<file path="src/rtl/dll_code_tracker_if.sv">
// Fabric/DLL-side signal bundle for the DLL code tracker.
// master: fabric + DLL model drive enables, lock and code;
// slave: the tracker drives power-down, update, status.
interface dll_code_tracker_if #(
    parameter int NUM_CH = 2,
    parameter int CODE_W = 8
);
    logic [NUM_CH-1:0]        ENABLE;
    logic                     DRIFT_CLR;
    logic [NUM_CH-1:0]        DLL_LOCK;
    logic [NUM_CH*CODE_W-1:0] DLL_CODE;
    logic [NUM_CH-1:0]        DLL_POWERDOWN_N;
    logic [NUM_CH-1:0]        DLL_CODE_UPDATE;
    logic [NUM_CH*CODE_W-1:0] CODE_OUT;
    logic [NUM_CH-1:0]        CODE_VALID;
    logic [NUM_CH-1:0]        LOCKED;
    logic [NUM_CH-1:0]        DRIFT;
    logic [NUM_CH-1:0]        ERROR;
    logic [NUM_CH*8-1:0]      RELOCK_CNT;

    modport master (
        output ENABLE, DRIFT_CLR, DLL_LOCK, DLL_CODE,
        input  DLL_POWERDOWN_N, DLL_CODE_UPDATE, CODE_OUT,
        input  CODE_VALID, LOCKED, DRIFT, ERROR, RELOCK_CNT
    );

    modport slave (
        input  ENABLE, DRIFT_CLR, DLL_LOCK, DLL_CODE,
        output DLL_POWERDOWN_N, DLL_CODE_UPDATE, CODE_OUT,
        output CODE_VALID, LOCKED, DRIFT, ERROR, RELOCK_CNT
    );
endinterface

</file>
<file path="src/rtl/dll_code_tracker.sv">
// Multi-channel supervisor for DLL hard blocks: power-up, lock
// qualification, periodic code update, drift check, relock.
// Ports: CLK, RESET_N (async active-low), bus (slave modport).
module dll_code_tracker #(
    parameter int NUM_CH        = 2,
    parameter int CODE_W        = 8,
    parameter int PWRUP_WAIT    = 64,
    parameter int LOCK_FILTER   = 16,
    parameter int LOCK_TIMEOUT  = 4096,
    parameter int UPDATE_PERIOD = 1024,
    parameter int SETTLE        = 8,
    parameter int DRIFT_THRESH  = 4
) (
    input  logic              CLK,
    input  logic              RESET_N,
    dll_code_tracker_if.slave bus
);
    localparam int T1   = (PWRUP_WAIT > LOCK_TIMEOUT) ?
                          PWRUP_WAIT : LOCK_TIMEOUT;
    localparam int TMAX = (T1 > UPDATE_PERIOD) ? T1 : UPDATE_PERIOD;
    localparam int CNT_W = $clog2(TMAX) + 1;
    localparam int FLT_W = $clog2(LOCK_FILTER) + 1;

    localparam logic [CNT_W-1:0] PWR_END = CNT_W'(PWRUP_WAIT - 1);
    localparam logic [CNT_W-1:0] TO_END  = CNT_W'(LOCK_TIMEOUT - 1);
    localparam logic [CNT_W-1:0] PER_END = CNT_W'(UPDATE_PERIOD - 1);
    localparam logic [CNT_W-1:0] SET_END = CNT_W'(SETTLE - 1);
    localparam logic [FLT_W-1:0] FLT_END = FLT_W'(LOCK_FILTER - 1);
    localparam logic [CODE_W:0]  THR     = (CODE_W+1)'(DRIFT_THRESH);

    typedef enum logic [2:0] {
        S_OFF, S_PWRUP, S_LOCKWAIT, S_UPDATE,
        S_WAIT, S_SAMPLE, S_TRACK, S_ERROR
    } state_t;

    logic [NUM_CH-1:0] lock_s1_q;
    logic [NUM_CH-1:0] lock_s2_q;

    always_ff @(posedge CLK or negedge RESET_N) begin
        if (!RESET_N) begin
            lock_s1_q <= '0;
            lock_s2_q <= '0;
        end else begin
            lock_s1_q <= bus.DLL_LOCK;
            lock_s2_q <= lock_s1_q;
        end
    end

    logic [NUM_CH-1:0]        pdn_o;
    logic [NUM_CH-1:0]        upd_o;
    logic [NUM_CH-1:0]        lck_o;
    logic [NUM_CH-1:0]        err_o;
    logic [NUM_CH-1:0]        vld_o;
    logic [NUM_CH-1:0]        drf_o;
    logic [NUM_CH*CODE_W-1:0] code_o;
    logic [NUM_CH*8-1:0]      rel_o;

    for (genvar i = 0; i < NUM_CH; i++) begin : g_ch
        state_t            state_q, state_d;
        logic [CNT_W-1:0]  cnt_q, cnt_d, cnt_inc;
        logic [FLT_W-1:0]  filt_q, filt_d;
        logic [CODE_W-1:0] samp_q, samp_d;
        logic [CODE_W-1:0] ref_q, ref_d;
        logic [CODE_W-1:0] code_q, code_d;
        logic              samp_vld_q, samp_vld_d;
        logic              ref_cap_q, ref_cap_d;
        logic              have_ref_q, have_ref_d;
        logic              valid_q, valid_d;
        logic              drift_q, drift_d;
        logic [7:0]        relock_q, relock_d;
        logic [CODE_W-1:0] code_in;
        logic [CODE_W:0]   diff;
        logic              lock, en, tracking, lost, drift_set;

        assign code_in  = bus.DLL_CODE[i*CODE_W +: CODE_W];
        assign lock     = lock_s2_q[i];
        assign en       = bus.ENABLE[i];
        assign cnt_inc  = (&cnt_q) ? cnt_q : cnt_q + 1'b1;
        assign tracking = state_q inside
                          {S_UPDATE, S_WAIT, S_SAMPLE, S_TRACK};
        // Magnitude in CODE_W+1 bits so it never wraps.
        assign diff = (code_in >= ref_q) ?
                      {1'b0, code_in} - {1'b0, ref_q} :
                      {1'b0, ref_q} - {1'b0, code_in};

        always_comb begin
            state_d    = state_q;
            cnt_d      = cnt_inc;
            filt_d     = filt_q;
            samp_d     = samp_q;
            samp_vld_d = 1'b0;
            ref_d      = ref_q;
            ref_cap_d  = ref_cap_q;
            have_ref_d = have_ref_q;
            code_d     = code_q;
            valid_d    = 1'b0;
            relock_d   = relock_q;
            drift_set  = 1'b0;
            lost       = 1'b0;

            unique case (state_q)
                S_OFF: begin
                    cnt_d  = '0;
                    filt_d = '0;
                    if (en) state_d = S_PWRUP;
                end
                S_PWRUP: begin
                    if (cnt_q == PWR_END) begin
                        state_d = S_LOCKWAIT;
                        cnt_d   = '0;
                        filt_d  = '0;
                    end
                end
                S_LOCKWAIT: begin
                    filt_d = lock ? filt_q + 1'b1 : '0;
                    // Lock qualification beats a same-cycle timeout.
                    if (lock && filt_q == FLT_END) begin
                        state_d   = S_SAMPLE;
                        ref_cap_d = 1'b1;
                        filt_d    = '0;
                        cnt_d     = '0;
                    end else if (cnt_q == TO_END) begin
                        state_d = S_ERROR;
                    end
                end
                S_UPDATE: begin
                    // cnt counts pulse-to-pulse; pulse cycle is 0.
                    cnt_d   = CNT_W'(1);
                    state_d = S_WAIT;
                end
                S_WAIT: begin
                    if (cnt_q == SET_END) state_d = S_SAMPLE;
                end
                S_SAMPLE: begin
                    samp_d     = code_in;
                    samp_vld_d = 1'b1;
                    if (samp_vld_q && code_in == samp_q) begin
                        samp_vld_d = 1'b0;
                        code_d     = code_in;
                        valid_d    = 1'b1;
                        state_d    = S_TRACK;
                        if (ref_cap_q) begin
                            ref_d      = code_in;
                            ref_cap_d  = 1'b0;
                            have_ref_d = 1'b1;
                        end else if (diff > THR) begin
                            drift_set = 1'b1;
                        end
                    end
                end
                S_TRACK: begin
                    if (cnt_q >= PER_END) begin
                        state_d = S_UPDATE;
                        cnt_d   = '0;
                    end
                end
                S_ERROR: cnt_d = '0;
                default: state_d = S_OFF;
            endcase

            if (tracking) begin
                filt_d = lock ? '0 : filt_q + 1'b1;
                lost   = !lock && (filt_q == FLT_END);
            end

            // Disable and loss of lock both drop to OFF and
            // cancel anything the current cycle would commit.
            if (!en || lost) begin
                state_d    = S_OFF;
                cnt_d      = '0;
                filt_d     = '0;
                samp_vld_d = 1'b0;
                code_d     = code_q;
                valid_d    = 1'b0;
                drift_set  = 1'b0;
                ref_d      = '0;
                ref_cap_d  = 1'b0;
                have_ref_d = 1'b0;
            end
            if (en && lost && !(&relock_q)) begin
                relock_d = relock_q + 8'd1;
            end

            drift_d = drift_set | (drift_q & ~bus.DRIFT_CLR);
        end

        always_ff @(posedge CLK or negedge RESET_N) begin
            if (!RESET_N) begin
                state_q    <= S_OFF;
                cnt_q      <= '0;
                filt_q     <= '0;
                samp_q     <= '0;
                samp_vld_q <= 1'b0;
                ref_q      <= '0;
                ref_cap_q  <= 1'b0;
                have_ref_q <= 1'b0;
                code_q     <= '0;
                valid_q    <= 1'b0;
                drift_q    <= 1'b0;
                relock_q   <= '0;
            end else begin
                state_q    <= state_d;
                cnt_q      <= cnt_d;
                filt_q     <= filt_d;
                samp_q     <= samp_d;
                samp_vld_q <= samp_vld_d;
                ref_q      <= ref_d;
                ref_cap_q  <= ref_cap_d;
                have_ref_q <= have_ref_d;
                code_q     <= code_d;
                valid_q    <= valid_d;
                drift_q    <= drift_d;
                relock_q   <= relock_d;
            end
        end

        assign pdn_o[i] = !(state_q inside {S_OFF, S_ERROR});
        assign upd_o[i] = (state_q == S_UPDATE);
        assign lck_o[i] = have_ref_q && tracking;
        assign err_o[i] = (state_q == S_ERROR);
        assign vld_o[i] = valid_q;
        assign drf_o[i] = drift_q;
        assign code_o[i*CODE_W +: CODE_W] = code_q;
        assign rel_o[i*8 +: 8] = relock_q;
    end

    assign bus.DLL_POWERDOWN_N = pdn_o;
    assign bus.DLL_CODE_UPDATE = upd_o;
    assign bus.LOCKED          = lck_o;
    assign bus.ERROR           = err_o;
    assign bus.CODE_VALID      = vld_o;
    assign bus.DRIFT           = drf_o;
    assign bus.CODE_OUT        = code_o;
    assign bus.RELOCK_CNT      = rel_o;
endmodule

</file>
<file path="src/flat_wrapper.sv">
// flat-port wrapper written by rule: the top's interface ports become plain ports
module dll_code_tracker_flat 
#(
    parameter int NUM_CH        = 2,
    parameter int CODE_W        = 8,
    parameter int PWRUP_WAIT    = 64,
    parameter int LOCK_FILTER   = 16,
    parameter int LOCK_TIMEOUT  = 4096,
    parameter int UPDATE_PERIOD = 1024,
    parameter int SETTLE        = 8,
    parameter int DRIFT_THRESH  = 4
)
  (CLK, RESET_N, bus_ENABLE, bus_DRIFT_CLR, bus_DLL_LOCK, bus_DLL_CODE, bus_DLL_POWERDOWN_N, bus_DLL_CODE_UPDATE, bus_CODE_OUT, bus_CODE_VALID, bus_LOCKED, bus_DRIFT, bus_ERROR, bus_RELOCK_CNT);
  dll_code_tracker_if #(.NUM_CH(NUM_CH), .CODE_W(CODE_W)) bus_i ();
  input  logic CLK;
  input  logic RESET_N;
  input wire logic [$bits(bus_i.ENABLE)-1:0] bus_ENABLE;
  input wire logic [$bits(bus_i.DRIFT_CLR)-1:0] bus_DRIFT_CLR;
  input wire logic [$bits(bus_i.DLL_LOCK)-1:0] bus_DLL_LOCK;
  input wire logic [$bits(bus_i.DLL_CODE)-1:0] bus_DLL_CODE;
  output wire logic [$bits(bus_i.DLL_POWERDOWN_N)-1:0] bus_DLL_POWERDOWN_N;
  output wire logic [$bits(bus_i.DLL_CODE_UPDATE)-1:0] bus_DLL_CODE_UPDATE;
  output wire logic [$bits(bus_i.CODE_OUT)-1:0] bus_CODE_OUT;
  output wire logic [$bits(bus_i.CODE_VALID)-1:0] bus_CODE_VALID;
  output wire logic [$bits(bus_i.LOCKED)-1:0] bus_LOCKED;
  output wire logic [$bits(bus_i.DRIFT)-1:0] bus_DRIFT;
  output wire logic [$bits(bus_i.ERROR)-1:0] bus_ERROR;
  output wire logic [$bits(bus_i.RELOCK_CNT)-1:0] bus_RELOCK_CNT;
  assign bus_i.ENABLE = bus_ENABLE;
  assign bus_i.DRIFT_CLR = bus_DRIFT_CLR;
  assign bus_i.DLL_LOCK = bus_DLL_LOCK;
  assign bus_i.DLL_CODE = bus_DLL_CODE;
  assign bus_DLL_POWERDOWN_N = bus_i.DLL_POWERDOWN_N;
  assign bus_DLL_CODE_UPDATE = bus_i.DLL_CODE_UPDATE;
  assign bus_CODE_OUT = bus_i.CODE_OUT;
  assign bus_CODE_VALID = bus_i.CODE_VALID;
  assign bus_LOCKED = bus_i.LOCKED;
  assign bus_DRIFT = bus_i.DRIFT;
  assign bus_ERROR = bus_i.ERROR;
  assign bus_RELOCK_CNT = bus_i.RELOCK_CNT;
  dll_code_tracker #(.NUM_CH(NUM_CH), .CODE_W(CODE_W), .PWRUP_WAIT(PWRUP_WAIT), .LOCK_FILTER(LOCK_FILTER), .LOCK_TIMEOUT(LOCK_TIMEOUT), .UPDATE_PERIOD(UPDATE_PERIOD), .SETTLE(SETTLE), .DRIFT_THRESH(DRIFT_THRESH)) u_core (.CLK(CLK), .RESET_N(RESET_N), .bus(bus_i));
endmodule
</file>
<file path="config.mk">
export PLATFORM = sky130hd
export DESIGN_NAME = dll_code_tracker_flat
export DESIGN_NICKNAME = d
export VERILOG_FILES = /design/src/rtl/dll_code_tracker_if.sv /design/src/rtl/dll_code_tracker.sv /design/src/flat_wrapper.sv
export SDC_FILE = /design/constraint.sdc
export NUM_CORES = 1
export LEC_CHECK = 0
export ABC_AREA = 0
export BUFFER_PORTS_ARGS = -buffer_cell sky130_fd_sc_hd__buf_4
export CAP_MARGIN = 20
export CORE_MARGIN = 8
export CORE_UTILIZATION = 55
export DETAILED_ROUTE_END_ITERATION = 7
export GPL_TIMING_DRIVEN = 1
export MAX_ROUTING_LAYER = met4
export PLACE_DENSITY = 0.75
export SLEW_MARGIN = 20
export SYNTH_ARGS = -nofsm -noshare
export SYNTH_HDL_FRONTEND = slang
export SYNTH_SLANG_ARGS = --single-unit
export TNS_END_PERCENT = 5
</file>
<file path="constraint.sdc">
create_clock -name CLK -period 3.55 [get_ports CLK]
set_input_delay 0.71 -clock CLK [delete_from_list [all_inputs] [get_ports CLK]]
set_output_delay 0.71 -clock CLK [all_outputs]
set_load 0.02 [all_outputs]
</file>
## After elaboration in Yosys (flattened, before gate mapping)

Cells that the tools add are included.

- Flip-flop bits (word level): 120
- Logic and storage cells: 239

- Add/sub/neg operators: 10
- $lt $le $gt $ge: 6
- Eq/ne operators: 40
- Mux-type cells: 94
- Bitwise gates (word level): 7
- Reductions and logical operators: 56

Operators with widths:

| kind | number |
|---|---|
| $mux W13 | 10 |
| $pmux W13 S5 | 2 |
| $mux W8 | 8 |
| $mux W5 | 12 |
| $mux W3 | 16 |
| $pmux W3 S7 | 2 |
| $mux W1 | 38 |
| $sub A8 B8 Y9 | 4 |
| $pmux W5 S3 | 2 |
| $add A13 B1 Y13 const B | 2 |
| $eq A13 B12 Y1 const B | 2 |
| $eq A13 B3 Y1 const B | 2 |
| $eq A13 B6 Y1 const B | 2 |
| $ge A13 B10 Y1 const B | 2 |
| $reduce_and A13 Y1 | 2 |
| $eq A3 B3 Y1 const B | 8 |
| $gt A9 B3 Y1 const B | 2 |
| $mux W9 | 2 |
| $ne A3 B3 Y1 const B | 6 |
| $reduce_and A3 Y1 | 6 |
| $add A8 B1 Y8 const B | 2 |
| $eq A8 B8 Y1 | 2 |
| $ge A8 B8 Y1 | 2 |
| $ne A4 B1 Y1 const B | 4 |
| 23 further kinds | 73 |

## Logic depth before layout (Yosys ltp)

- Depth in word-level cells: 9
- Depth in mapped cells: 10
- Gate-level depth less buffers: 10

## Worst setup path after synthesis

Ideal clock, no wire load.

- Kind: in2reg
- Start point: input port bus_DLL_CODE[10]
- End point: register u_core.g_ch[1].drift_q
- Library setup time: 134 ps
- Arrival time: 2423 ps
- Data required time: 3416 ps
- Path slack: 993 ps
- Stages: 10
- Cell sequence: inv_1 > ha_1 > clkbuf_1 > a21oi_1 > a21oi_1 > o41a_1 > mux2i_1 > xor2_1 > a32oi_1 > o21ai_1

- Cells in the longest elaborated chain, start to end: 9
- Elaborated cells on any way between the ends: 13
- Classes of those cells: add/sub (2); order compare (2); eq/ne (1); mux (6); bitwise (1); reduce/logical (1)

Ends and longest elaborated chain:

| what | line | text |
|---|---|---|
| start, declared | flat_wrapper.sv:20 | `input wire logic [$bits(bus_i.DLL_CODE)-1:0] bus_DLL_CODE;` |
| $sub A8 B8 Y9 (tied with other cells) | dll_code_tracker.sv:84 | `{1'b0, ref_q} - {1'b0, code_in};` |
| $mux W9 | dll_code_tracker.sv:82 | `assign diff = (code_in >= ref_q) ?` |
| $gt A9 B3 Y1 | dll_code_tracker.sv:146 | `end else if (diff > THR) begin` |
| $mux W1 | dll_code_tracker.sv:146 |  |
| $mux W1 | dll_code_tracker.sv:142 | `if (ref_cap_q) begin` |
| $mux W1 (*) | dll_code_tracker.sv:137 | `if (samp_vld_q && code_in == samp_q) begin` |
| $mux W1 (*) | dll_code_tracker.sv:101 | `unique case (state_q)` |
| $mux W1 (*) | dll_code_tracker.sv:168 | `if (!en \|\| lost) begin` |
| $or A1 B1 Y1 (*) | dll_code_tracker.sv:184 | `drift_d = drift_set \| (drift_q & ~bus.DRIFT_CLR);` |
| net u_core.g_ch[1].drift_d | dll_code_tracker.sv:69 | `logic drift_q, drift_d;` |
| end signal, assigned | dll_code_tracker.sv:212 | `drift_q <= drift_d;` |
| end, declared | dll_code_tracker.sv:69 |  |

Mark *: on every way through the listed nets, which the timed path passes. The rest lies on a longest branch.
A chain may end at the register's enable or synchronous reset.

## Worst setup path in the final report

- Start point: register u_core.g_ch[1].filt_q[0]
- End point: register u_core.g_ch[1].ref_q[2]

- Cells in the longest elaborated chain, start to end: 6
- Elaborated cells on any way between the ends: 9
- Classes of those cells: eq/ne (1); mux (2); reduce/logical (6)

Ends and longest elaborated chain:

| what | line | text |
|---|---|---|
| start, declared | dll_code_tracker.sv:61 | `logic [FLT_W-1:0] filt_q, filt_d;` |
| start signal, assigned | dll_code_tracker.sv:204 | `filt_q <= filt_d;` |
| $eq A5 B4 Y1 (*) | dll_code_tracker.sv:163 | `lost = !lock && (filt_q == FLT_END);` |
| $logic_and A1 B1 Y1 (*) | dll_code_tracker.sv:163 |  |
| $mux W1 (*) | dll_code_tracker.sv:161 | `if (tracking) begin` |
| $logic_or A1 B1 Y1 (*) | dll_code_tracker.sv:168 |  |
| $reduce_bool A2 Y1 (no line) | -- |  |
| $reduce_and A3 Y1 (no line) | -- |  |
| end signal, assigned | dll_code_tracker.sv:207 | `ref_q <= ref_d;` |
| end, declared | dll_code_tracker.sv:63 | `logic [CODE_W-1:0] ref_q, ref_d;` |

Every way passes the cells marked *; elsewhere a longest branch is shown, timed or not.

==> metrics.csv <==
metric;value;unit
fin_nets;919;
fmax;372.4;MHz
syn-mean-instance-area;9.141;sq um
worstReg2RegStart;u_core.g_ch[1].filt_q[0];
end_kind;register;
post_synth_edffs;0;
synth_cells;791;
critical_path_required;3.89;ns
placed_area;7831;sq um
final_hold_viol_count;0;
cts_sinks;120;
die_w;130.7;um
sequential_cell_area;3003;sq um
final_critical_path_setup_slack;0.8645;ns
buffer_type_at_the_clock_tree_root;clkbuf_16;
synth_ff_type;dfrtp_1;
final_design_area_no_fill;8476;sq um
yosys_warnings;0;
diodes;0;
synth_cell_types;78;
max_cap_viol_count;0;
number_of_filler_instances_in_the_final_layout;1095;
clkSlewWorstSetupHoldPaths;0.05;ns
vdd.ir_drop.worst;0.4387;mV
worst-r2r-cell-count;7;
cts.hold.buffers_added;0;
post_cts.resized_instances;0;
multi_input_comb_area;3852;sq um
worst_slew_margin_rel;0.3913;
setup_total_negative_slack;0;ns
drv_slew;0;
vias;5936;
finalWeightedCongestion;0.9213;
grt_pass1_wl;27660;um
port_buffer_count;66;
final_number_of_setup_violating_endpoints;0;
firstDrtPassIters;6;
dp.cells;1007;
grt_util_all_layers;0.2085;
layout_min_cycle_time;2.686;ns
rsz0062_at_grt;no;
cts_tree;done;
inserted_clock_buffers;17;
wl_per_cell;15.83;um
routed_via_density;5.713;
yosysSeqAreaShare;0.4153;
worst_r2r_endpoint;u_core.g_ch[1].ref_q[2];
globalRouteOverflowTotal;0;
clockBufferDepth;2;
synthArstFlopShare;1.000;
antenna_violations_before_repair;0;
worst_hold_path_type;input pin to async pin;
p_total;4.668;mW
clk_latency;0.41;ns
clock_tree.htree_level_count;4;
clock-skew-final;0.005301;ns
post_route_cells_drive_above_1_share;0.1414;
crit_type;register to register;
core-area;13030;sq um
first_iter_violations;474;
route.detailed.drc;0;
syn_area;7231;sq um
layout-area-overhead-vs-synth;17.22;%
postRouteWirelength;16440;um
placement_rows;42;
dpl_worst_slack;0.6428;ns
p_leak;3.955;nW
critPathMaxFanout;10;
boundaryPins;67;
worstSetupStartpointType;register;
postSynthNetCount;860;
outcome;complete, no violations;
post-route-period-util;0.7565;
grt_max_degree;70;
die_area;17070;sq um
initial_core_utilization;0.5548;
postRouteAntennaNets;0;
stdcell_count;1039;
cts_post_setup_buffers_inserted;0;
grt_pass1_vias;5904;
dp_hpwl;12240;um
power.density_cell_area;550.8;nW/um^2
ff2ff_setup_slack;0.86;ns
worstMarginPinSlew;0.9076;ns
chipHeight;130.7;um
ys_seq_elements;120;
critical_path_arrival;3.03;ns
[area by class of cell]
cell class | count | area share
timing repair buffer | 68 | 0.06171
clock inverter | 13 | 0.02377
multi-input combinational | 581 | 0.4545
inverter | 62 | 0.02746
clock buffer | 19 | 0.05226
tap | 176 | 0.02598
sequential | 120 | 0.3543
[state kept, by name, summed over array words and instances, names as in the netlist]
name	flops
u_core.g_ch.relock_q	16
u_core.g_ch.samp_q	16
u_core.g_ch.code_q	16
u_core.g_ch.ref_cap_q	2
u_core.lock_s2_q	2
u_core.lock_s1_q	2
u_core.g_ch.valid_q	2
u_core.g_ch.cnt_q	26
u_core.g_ch.state_q	6
u_core.g_ch.ref_q	16
u_core.g_ch.samp_vld_q	2
u_core.g_ch.drift_q	2
u_core.g_ch.have_ref_q	2
u_core.g_ch.filt_q	10
[through the flow]
stage | hold WS [ns] | utilization
CTS | 0.3516 | 0.6503
detailed placement | 0.3410 | 0.6009
floorplan | 0.3312 | -
global placement | 0.3369 | 0.6009
finish | 0.3270 | 0.6503
global route | 0.3806 | 0.6503
[layer usage]
metal | routed length, um | up-vias | share of wire | track usage
met3 | 823 | 31 | 0.050 | 0.04586
met1 | 6995 | 2880 | 0.43 | 0.2452
met5 | 0 | - | 0 | -
li1 | - | 2860 | - | -
met2 | 8300 | 165 | 0.50 | 0.3419
met4 | 322 | 0 | 0.020 | 0.08440
[worst max path at each step]
stage | startpoint | to | slack [ns] | cells past startpoint
floorplan | bus_DLL_CODE[10] | u_core.g_ch[1].drift_q | 0.99 | 10
global placement | bus_DLL_CODE[0] | u_core.g_ch[0].drift_q | 0.70 | 11
detailed placement | bus_DLL_CODE[0] | u_core.g_ch[0].drift_q | 0.64 | 11
CTS | u_core.g_ch[1].filt_q[0] | u_core.g_ch[1].ref_q[2] | 0.87 | 7
global route | u_core.g_ch[1].filt_q[0] | u_core.g_ch[1].ref_q[1] | 0.72 | 7
finish | u_core.g_ch[1].filt_q[0] | u_core.g_ch[1].ref_q[2] | 0.86 | 7
[where the power goes]
| group | leakage (nW) | switching, mW | internal, mW | total (mW) |
|---|---|---|---|---|
| Sequential | 1.62 | 0.206 | 1.53 | 1.73 |
| Combinational | 2.02 | 0.645 | 0.418 | 1.06 |
| Clock | 0.309 | 0.613 | 1.26 | 1.87 |
[cells in the final DEF, fill, tap and decap left out, types with 5 or more instances in the layout]
cell type,count
clkbuf_16,17
nand3_1,25
dfrtp_1,120
nand2b_1,8
nand4_1,16
o21ai_0,48
nor2b_1,12
nand2_1,85
ha_1,42
a22o_1,17
buf_4,67
nor4_1,5
mux2i_1,5
o31ai_1,7
o21ai_1,14
xnor2_1,35
nor2_1,74
a21oi_1,32
inv_1,59
xor2_1,26
bufinv_16,5
and3_1,7
or3_1,7
nor3_1,21
mux2_1,8
[worst max-delay path: stages, from the launching register on]
cell and delay [ns]:
dfrtp_1 0.40, ha_1 0.23, and3_1 0.20, ha_1 0.20, or3b_1 0.26, nand2_1 0.26
a21oi_1 0.78, a22o_1 0.28
[synth_stat cells, drive strengths merged, types with 3 or more instances]
master / count / area share
nor3b: 3 / 0.0031
inv: 62 / 0.032
a31oi: 3 / 0.0026
buf: 14 / 0.012
mux2: 11 / 0.017
ha: 42 / 0.073
xnor2: 35 / 0.042
o31ai: 8 / 0.0090
nand3b: 6 / 0.0097
a22o: 17 / 0.021
o21bai: 3 / 0.0031
nor2b: 12 / 0.010
clkbuf: 14 / 0.0073
a22oi: 3 / 0.0031
mux2i: 5 / 0.0069
fa: 4 / 0.011
dfrtp: 120 / 0.42
nand2: 86 / 0.045
and2: 5 / 0.0047
nor3: 23 / 0.017
or3: 8 / 0.0076
xor2: 26 / 0.031
and3: 7 / 0.0061
o21ai: 62 / 0.043
nand2b: 8 / 0.0069
a21boi: 3 / 0.0031
nor4: 6 / 0.0061
a21oi: 32 / 0.022
nor2: 76 / 0.041
nand3: 25 / 0.017
and4: 3 / 0.0036
nand4: 16 / 0.014
[cells by family after synthesis]
family                   share of synthesized area
AND/OR/NAND/NOR                             0.2032
AO/OA/AOI/OAI                               0.1480
flip-flops                                  0.4153
buffers and inverters                      0.05191
XOR/XNOR                                   0.07389
adder cells (fa/ha/maj)                    0.08375
multiplexers                               0.02405
No activity file was read; power rests on OpenSTA's default activity.
